$ cat src/rtl/hack_pkg.sv
// Shared definitions for the Hack boot loader and related blocks.
package hack_pkg;

  typedef enum logic [2:0] {
    WAIT_SYNC = 3'd0,
    LEN_HI    = 3'd1,
    LEN_LO    = 3'd2,
    DATA_HI   = 3'd3,
    DATA_LO   = 3'd4,
    CHECK     = 3'd5,
    RUN       = 3'd6,
    ERROR     = 3'd7
  } ldr_state_t;

  localparam logic [7:0] LDR_SYNC = 8'hA5;

endpackage

$ cat src/rtl/byte_timer.sv
// Idle counter: counts enabled cycles since the last clear and flags LIMIT-1.
module byte_timer #(
  parameter int unsigned LIMIT = 16
) (
  input  logic clk,
  input  logic reset,
  input  logic clear,
  input  logic enable,
  output logic expired
);

  localparam int unsigned CNT_W = (LIMIT > 1) ? $clog2(LIMIT) : 1;
  localparam logic [CNT_W-1:0] LAST = CNT_W'(LIMIT - 1);

  logic [CNT_W-1:0] count_q, count_d;
  logic             expired_q, expired_d;

  // Next count saturates at LAST; expired is the registered view of count==LAST.
  always_comb begin
    count_d   = count_q;
    expired_d = 1'b0;
    if (clear || !enable) begin
      count_d = '0;
    end else if (count_q != LAST) begin
      count_d = count_q + CNT_W'(1);
    end
    expired_d = enable && !clear && (count_d == LAST);
  end

  // Counter and flag registers.
  always_ff @(posedge clk) begin
    if (reset) begin
      count_q   <= '0;
      expired_q <= 1'b0;
    end else begin
      count_q   <= count_d;
      expired_q <= expired_d;
    end
  end

  assign expired = expired_q;

endmodule

$ cat src/rtl/rom_loader.sv
// Receives a framed program image over a byte stream, writes it into
// instruction ROM, verifies the checksum and then releases the CPU.
module rom_loader
  import hack_pkg::*;
#(
  parameter int unsigned ADDR_W      = 15,
  parameter int unsigned TIMEOUT_CYC = 1_000_000
) (
  input  logic              clk,
  input  logic              reset,
  input  logic [7:0]        rx_data,
  input  logic              rx_valid,
  input  logic              reload,
  output logic              rom_we,
  output logic [ADDR_W-1:0] rom_addr,
  output logic [15:0]       rom_wdata,
  output logic              cpu_reset,
  output logic              loading,
  output logic              error
);

  localparam int unsigned LEN_W     = ADDR_W + 1;
  localparam int unsigned MAX_WORDS = 32'd1 << ADDR_W;

  ldr_state_t        state_q, state_d;
  logic [7:0]        len_hi_q, len_hi_d;
  logic [LEN_W-1:0]  len_q, len_d;
  logic [ADDR_W-1:0] idx_q, idx_d;
  logic [7:0]        hi_q, hi_d;
  logic [7:0]        csum_q, csum_d;
  logic              rom_we_q, rom_we_d;
  logic [ADDR_W-1:0] rom_addr_q, rom_addr_d;
  logic [15:0]       rom_wdata_q, rom_wdata_d;
  logic              cpu_reset_q, cpu_reset_d;
  logic              loading_q, loading_d;
  logic              error_q, error_d;

  logic              timed_c;
  logic              expired_c;
  logic [15:0]       n_words_c;

  // States in which an inter-byte gap is being timed.
  assign timed_c   = (state_q == LEN_HI) || (state_q == LEN_LO) ||
                     (state_q == DATA_HI) || (state_q == DATA_LO) ||
                     (state_q == CHECK);
  assign n_words_c = {len_hi_q, rx_data};

  byte_timer #(
    .LIMIT (TIMEOUT_CYC)
  ) u_timer (
    .clk     (clk),
    .reset   (reset),
    .clear   (rx_valid | reload),
    .enable  (timed_c),
    .expired (expired_c)
  );

  // Next-state, datapath and registered-output computation.
  always_comb begin
    state_d     = state_q;
    len_hi_d    = len_hi_q;
    len_d       = len_q;
    idx_d       = idx_q;
    hi_d        = hi_q;
    csum_d      = csum_q;
    rom_we_d    = 1'b0;
    rom_addr_d  = rom_addr_q;
    rom_wdata_d = rom_wdata_q;

    if (reload) begin
      state_d = WAIT_SYNC;
    end else if (rx_valid) begin
      unique case (state_q)
        WAIT_SYNC, ERROR: begin
          if (rx_data == LDR_SYNC) state_d = LEN_HI;
        end
        LEN_HI: begin
          len_hi_d = rx_data;
          state_d  = LEN_LO;
        end
        LEN_LO: begin
          len_d  = LEN_W'(n_words_c);
          idx_d  = '0;
          csum_d = 8'h00;
          if ((n_words_c == 16'h0000) || (32'(n_words_c) > MAX_WORDS)) begin
            state_d = ERROR;
          end else begin
            state_d = DATA_HI;
          end
        end
        DATA_HI: begin
          hi_d    = rx_data;
          csum_d  = csum_q + rx_data;
          state_d = DATA_LO;
        end
        DATA_LO: begin
          rom_we_d    = 1'b1;
          rom_addr_d  = idx_q;
          rom_wdata_d = {hi_q, rx_data};
          csum_d      = csum_q + rx_data;
          idx_d       = idx_q + ADDR_W'(1);
          if ((LEN_W'(idx_q) + LEN_W'(1)) == len_q) begin
            state_d = CHECK;
          end else begin
            state_d = DATA_HI;
          end
        end
        CHECK: begin
          state_d = (rx_data == csum_q) ? RUN : ERROR;
        end
        RUN: begin
          state_d = RUN;
        end
        default: begin
          state_d = WAIT_SYNC;
        end
      endcase
    end else if (timed_c && expired_c) begin
      state_d = ERROR;
    end

    cpu_reset_d = (state_d != RUN);
    loading_d   = (state_d == LEN_HI) || (state_d == LEN_LO) ||
                  (state_d == DATA_HI) || (state_d == DATA_LO) ||
                  (state_d == CHECK);
    error_d     = (state_d == ERROR);
  end

  // State, datapath and output registers.
  always_ff @(posedge clk) begin
    if (reset) begin
      state_q     <= WAIT_SYNC;
      len_hi_q    <= 8'h00;
      len_q       <= '0;
      idx_q       <= '0;
      hi_q        <= 8'h00;
      csum_q      <= 8'h00;
      rom_we_q    <= 1'b0;
      rom_addr_q  <= '0;
      rom_wdata_q <= 16'h0000;
      cpu_reset_q <= 1'b1;
      loading_q   <= 1'b0;
      error_q     <= 1'b0;
    end else begin
      state_q     <= state_d;
      len_hi_q    <= len_hi_d;
      len_q       <= len_d;
      idx_q       <= idx_d;
      hi_q        <= hi_d;
      csum_q      <= csum_d;
      rom_we_q    <= rom_we_d;
      rom_addr_q  <= rom_addr_d;
      rom_wdata_q <= rom_wdata_d;
      cpu_reset_q <= cpu_reset_d;
      loading_q   <= loading_d;
      error_q     <= error_d;
    end
  end

  assign rom_we    = rom_we_q;
  assign rom_addr  = rom_addr_q;
  assign rom_wdata = rom_wdata_q;
  assign cpu_reset = cpu_reset_q;
  assign loading   = loading_q;
  assign error     = error_q;

endmodule

$ cat config.mk
export PLATFORM = sky130hd
export DESIGN_NAME = rom_loader
export DESIGN_NICKNAME = d
export VERILOG_FILES = /design/src/rtl/hack_pkg.sv /design/src/rtl/byte_timer.sv /design/src/rtl/rom_loader.sv
export SDC_FILE = /design/constraint.sdc
export NUM_CORES = 1
export LEC_CHECK = 0
export CAP_MARGIN = 20
export CELL_PAD_IN_SITES_DETAIL_PLACEMENT = 1
export CELL_PAD_IN_SITES_GLOBAL_PLACEMENT = 1
export CORE_UTILIZATION = 46
export DETAILED_ROUTE_END_ITERATION = 12
export GPL_TIMING_DRIVEN = 0
export PLACE_DENSITY_LB_ADDON = 0.1
export SYNTH_ARGS = -nofsm -noshare
export SYNTH_HDL_FRONTEND = slang
export SYNTH_SLANG_ARGS = --single-unit
$ cat constraint.sdc
create_clock -name clk -period 7.2 [get_ports clk]
set_input_delay 1.44 -clock clk [delete_from_list [all_inputs] [get_ports clk]]
set_output_delay 1.44 -clock clk [all_outputs]
set_load 0.005 [all_outputs]
---- Word-level counts from Yosys, hierarchy flattened ----
Index checks and enable logic that the tools add are counted.
storage, ports and cells
  flip-flop bits (word level) ............. 114
  bits of input ports ..................... 12
  output and inout port bits .............. 35
  logic and storage cells ................. 82
cells by class
  add/sub/neg operators ................... 4
  magnitude comparators ................... 1
  equal/unequal tests ..................... 19
  multiplexer cells ....................... 13
  bitwise logic cells ..................... 3
  reductions and logical operators ........ 28
operators with widths
  operator                                       number
  2-to-1 mux 20 bit                              2
  case mux 15 bit (2 select lines)               1
  == test 3 bit, second input constant           7
  case mux 3 bit (7 select lines)                1
  adder 20 x 1 -> 20 bit, second input constant  1
  == test 20 bit, second input constant          1
  != test 20 bit, second input constant          1
  2-to-1 mux 3 bit                               6
  AND reduction 3 bit                            6
  adder 15 x 1 -> 16 bit, second input constant  1
  == test 16 bit                                 1
  > comparator 16 bit, second input constant     1
  logical NOT 16 bit                             1
  case mux 8 bit (2 select lines)                1
  adder 15 x 1 -> 15 bit, second input constant  1
  == test 3 x 2 -> 1 bit, second input constant  4
  logical OR 1 bit                               10
  adder 8 bit                                    1
  == test 8 bit                                  1
  == test 8 bit, second input constant           1
  == test 3 x 1 -> 1 bit, second input constant  2
  nonzero test 2 bit                             2
  OR reduction 2 bit                             2
  logical AND 1 bit                              3
  7 further kinds                                10

---- Longest topological paths before layout ----
  word-level depth ........................ 14
  mapped depth ............................ 11
  gate-level depth less buffers ........... 9

---- Cells and area by module ----
From an unflattened synthesis, not the netlist that was laid out.
second synthesis, totals
  cell total of the unflattened synthesis .. 697
  area total of the unflattened synthesis .. 5,619.1 sq um
modules (own cells, without submodules)
  module      instances  cells each  area each (sq um)  seq. area each (sq um)
  rom_loader  1          556         4,458.0            1,861.8
  byte_timer  1          141         1,161.1            420.4

---- Least setup slack after synthesis ----
OpenSTA, ideal clock, no wires.
  kind .................................... input to register
  start ................................... input port rx_valid
  end ..................................... register u_timer.expired_q (netlist: u_timer.expired)
  library setup time ...................... 92 ps
  arrival ................................. 3,093 ps
  required time ........................... 7,108 ps
  setup slack ............................. 4,015 ps
  stages on the path ...................... 9
  path buffers ............................ 1
  cells stage by stage .................... or2_2 > a21oi_1 > o21ai_0 > or2_2 > clkbuf_1 > nor2_1 > nand4b_1 > a211o_1 > nor4_1
on the way
  longest elaborated chain between the ends .. 5
  elaborated cells between the ends (all ways) .. 7
  those cells by class .................... eq/ne (1); mux (1); bitwise (1); reduce/logical (4)
RTL lines
  element                line              text
  start, declared        rom_loader.sv:12  input logic rx_valid,
  OR 1 bit (*)           rom_loader.sv:53  .clear (rx_valid | reload),
  logical OR 1 bit       byte_timer.sv:22  if (clear || !enable) begin
  2-to-1 mux 20 bit      byte_timer.sv:22
  == test 20 bit         byte_timer.sv:27  expired_d = enable && !clear && (count_d == LAST);
  logical AND 1 bit (*)  byte_timer.sv:27
  end signal, assigned   byte_timer.sv:37  expired_q <= expired_d;
  end, declared          byte_timer.sv:16  logic expired_q, expired_d;
Every way passes the cells marked *; elsewhere a longest branch is shown, timed or not.
A chain may end at the register's enable or synchronous reset.

---- Worst setup path in the final report ----
  start ................................... input port reload
  end ..................................... register idx_q[10]
on the way
  longest elaborated chain between the ends .. 2
RTL lines
  element                               line               text
  start, declared                       rom_loader.sv:13   input logic reload,
  NOT 1 bit (no source line)            --
  AND reduction 3 bit (no source line)  --
  end signal, assigned                  rom_loader.sv:148  idx_q <= idx_d;
  end, declared                         rom_loader.sv:28   logic [ADDR_W-1:0] idx_q, idx_d;
No other way between the ends.

==> results.md <==
- CP max FO: 10
- # IOs: 47
- Per-cell routed wire length: 18.23 um
- Non-filler instance count after layout: 941
- Final GP Congestion: 0.8224
- Row cnt: 39
- Peak Freq: 0.2472 GHz
- Post-cts resize count: 0
- Worst skew pair latency: 420 ps
- Setup TNS: 0 ps
- Final hold violation count: 0
- Skew final: 7.104 ps
- # placed instances: 910
- Syn Area/Cell: 7.620 um^2
- # nets final: 808
- Critical Path RT: 7480 ps
- Worst reg2reg path startpoint: idx_q[1]
- Initial antenna violation count: 0
- Clk buf depth: 2
- Clk slew on worst S/H paths: 50 ps
- Synth Instances: 722
- Critical path type: primary input to register
- Commonest non-fill, non-tap cells in the layout: nand2_1, dfxtp_1, a21oi_1
- Setup crit end kind: register
- VDD IR-drop max: 0.1353 mV
- Status: finished with violations
- Slowest cell on the critical path: clkbuf_1
- First-pass GRT wire length: 28080 um
- Worst min-delay path startpoint: rom_addr[0]
- Clk sink count: 114
- Layout cells sized above 1: 4.762%
- Worst Setup SP: reload
- Ys Warns: 0
- CP Launch Type: primary input
- Num CTS Buffers: 17
- GRT Util Overall: 28.75%
- Hold Path Class: register to register
- Setup Buffers After CTS: 0
- CTS tree: yes
- CTS Hold Bufs: 0
- Slowest Stage Delay on Critical Path: 520 ps
- Die Wd: 111.4 um
- DP Wirelength: 11830 um
- # H-tree levels: 4
- Routed Antenna Nets: 0
- Final Cycle Share: 56.18%
- First-pass detailed-route iteration total: 9
- Fin. max-slew vios: 0
- Commonest non-fill, non-tap cell in the layout: nand2_1
- Finished Cell Area: 0.006705 mm^2
- Fin crit period: 4045 ps
- Post-synth cell types: 49
- Layout area overhead: 21.88%
- Final setup vio count: 0
- Die area: 0.01240 mm^2
- Via count: 5402
- Failing checks: design-rule violations
- Total grt overflow: 0
- PwrDens: 223.1 mW/mm^2
- CTS Root Cell: clkbuf_16
- Largest net degree at the start of global routing: 17
- Leakage power figure: 2.277 nW
- Starting density of the core: 47.77%
- Via/cell ratio: 5.741
- RSZ-0062 raised after global routing: false
- DRT Wirelength: 17150 um
- Post-route DRC: 6
- Cells along the critical path: clkdlybuf4s50_1 > nand2b_1 > nor2_1 > clkbuf_1 > nand2_1 > nand2_1 > clkbuf_1 > o21ai_0 > a22oi_1 > nor2_1
- WP data arrival: 4330 ps
- Initial DRC Count: 263
- Post-synth ARST share: 0%
- Register area share after synthesis: 41.48%
- Syn_nets: 744
- DP Area: 0.006131 mm^2
- Total Power: 1.496 mW
- Max cap viols: 0
- Least-Margin Pin Slew: 1171 ps
- Vias in the first global route: 5694
- Max transition margin: 21.32%
- Chip Height: 111.4 um
- R2R depth: 9
- Hold Path Depth: 2
- Number of synthesized flops with an enable pin: 0
- Seq cells post-synth: 114
- Syn Std Cell Area: 0.005502 mm^2
- Port buffer count: 45
- Top FF cell, synth: dfxtp_1
- Inserted Diodes: 0
- Core area: 0.01152 mm^2
-- routing by layer --
| layer | vias to the layer above | GRT usage [%] | routed length, um |
|---|---|---|---|
| li1 | 2609 | - | - |
| met1 | 2626 | 32.78 | 7081 |
| met2 | 128 | 51.67 | 8883 |
| met3 | 39 | 5.226 | 749 |
| met4 | 0 | 14.14 | 438 |
| met5 | - | 0 | 0 |
-- report_power, final --
part	internal (mW)	leakage, nW	total, mW	switching [mW]
Sequential	0.632	0.918	0.632	0.0000153
Combinational	0.0106	1.08	0.0358	0.0252
Clock	0.542	0.284	0.829	0.287
Total	1.18	2.28	1.50	0.312
-- synth_stat cells, types with 3 or more instances --
master	number	area, um^2
and2_1	3	18.77
mux2i_1	3	30.03
o211ai_1	4	30.03
nand2b_1	3	18.77
ha_1	9	112.6
o21bai_1	4	30.03
xnor2_1	24	210.2
dfxtp_1	114	2282
nand4_1	10	62.56
and3_1	5	31.28
or2_2	3	18.77
o21ai_0	17	85.08
nand3_1	28	140.1
nor3_1	20	100.1
a31oi_1	3	18.77
a21oi_1	91	455.4
buf_1	3	11.26
a21o_1	3	22.52
xor2_1	24	210.2
a211oi_1	4	30.03
a311oi_1	5	43.79
or3_1	6	37.54
nor2b_1	5	31.28
nand2_1	156	585.6
buf_2	6	30.03
clkbuf_1	37	138.9
nor2_1	76	285.3
a22oi_1	10	75.07
inv_1	7	26.28
nor4_1	9	56.30
and4_1	6	52.55
nand3b_1	3	22.52
-- critical path, delay by kind of cell --
kind / cells / cell delay, ps
simple gates: 5 / 1070
compound gates: 2 / 470
buf+inv: 3 / 1350
-- logic make-up (layout without fill, tap and decap cells) --
family / count (synthesis) / count (layout) / share of synthesized area, %
compound gates: 152 / 152 / 16.08
xor+xnor: 48 / 48 / 7.642
buf+inv: 53 / 129 / 3.753
simple gates: 342 / 342 / 28.09
flops: 114 / 114 / 41.48
fa+ha+maj: 10 / 10 / 2.411
mux: 3 / 3 / 0.5458
-- area by class of cell --
type | count | area [um^2]
multi-input combinational | 555 | 3013
tap | 143 | 178.9
sequential | 114 | 2282
clock buffer | 26 | 499.2
fill | 1466 | 4811
timing repair buffer | 45 | 450.4
buffer | 46 | 180.2
inverter | 7 | 26.28
clock inverter | 5 | 75.07
-- registers in the layout (all words and copies together) (netlist names) --
name and count:
csum_q 8, rom_wdata 16, u_timer.expired 1, error 1, loading 1, cpu_reset 1, rom_we 1, rom_addr 15
len_q 16, hi_q 8, u_timer.count_q 20, len_hi_q 8, state_q 3, idx_q 15
-- metrics by stage --
step                utilization (%)  worst slack, ps  hold WS [ps]
global route                  58.22             2990         472.8
detailed placement            53.24             2880         447.5
CTS                           58.22             3232         453.7
finish                        58.22             3155         451.2
floorplan                         -             4015         432.1
global placement              53.24             2992         441.2
-- path summary, 6_finish.rpt --
path	slack [ps]	end
min	450	rom_addr[0]
max reg2reg	4090	cpu_reset
max	3160	idx_q[10]
min reg2reg	450	rom_addr[0]
No activity file was read; power rests on OpenSTA's default activity.
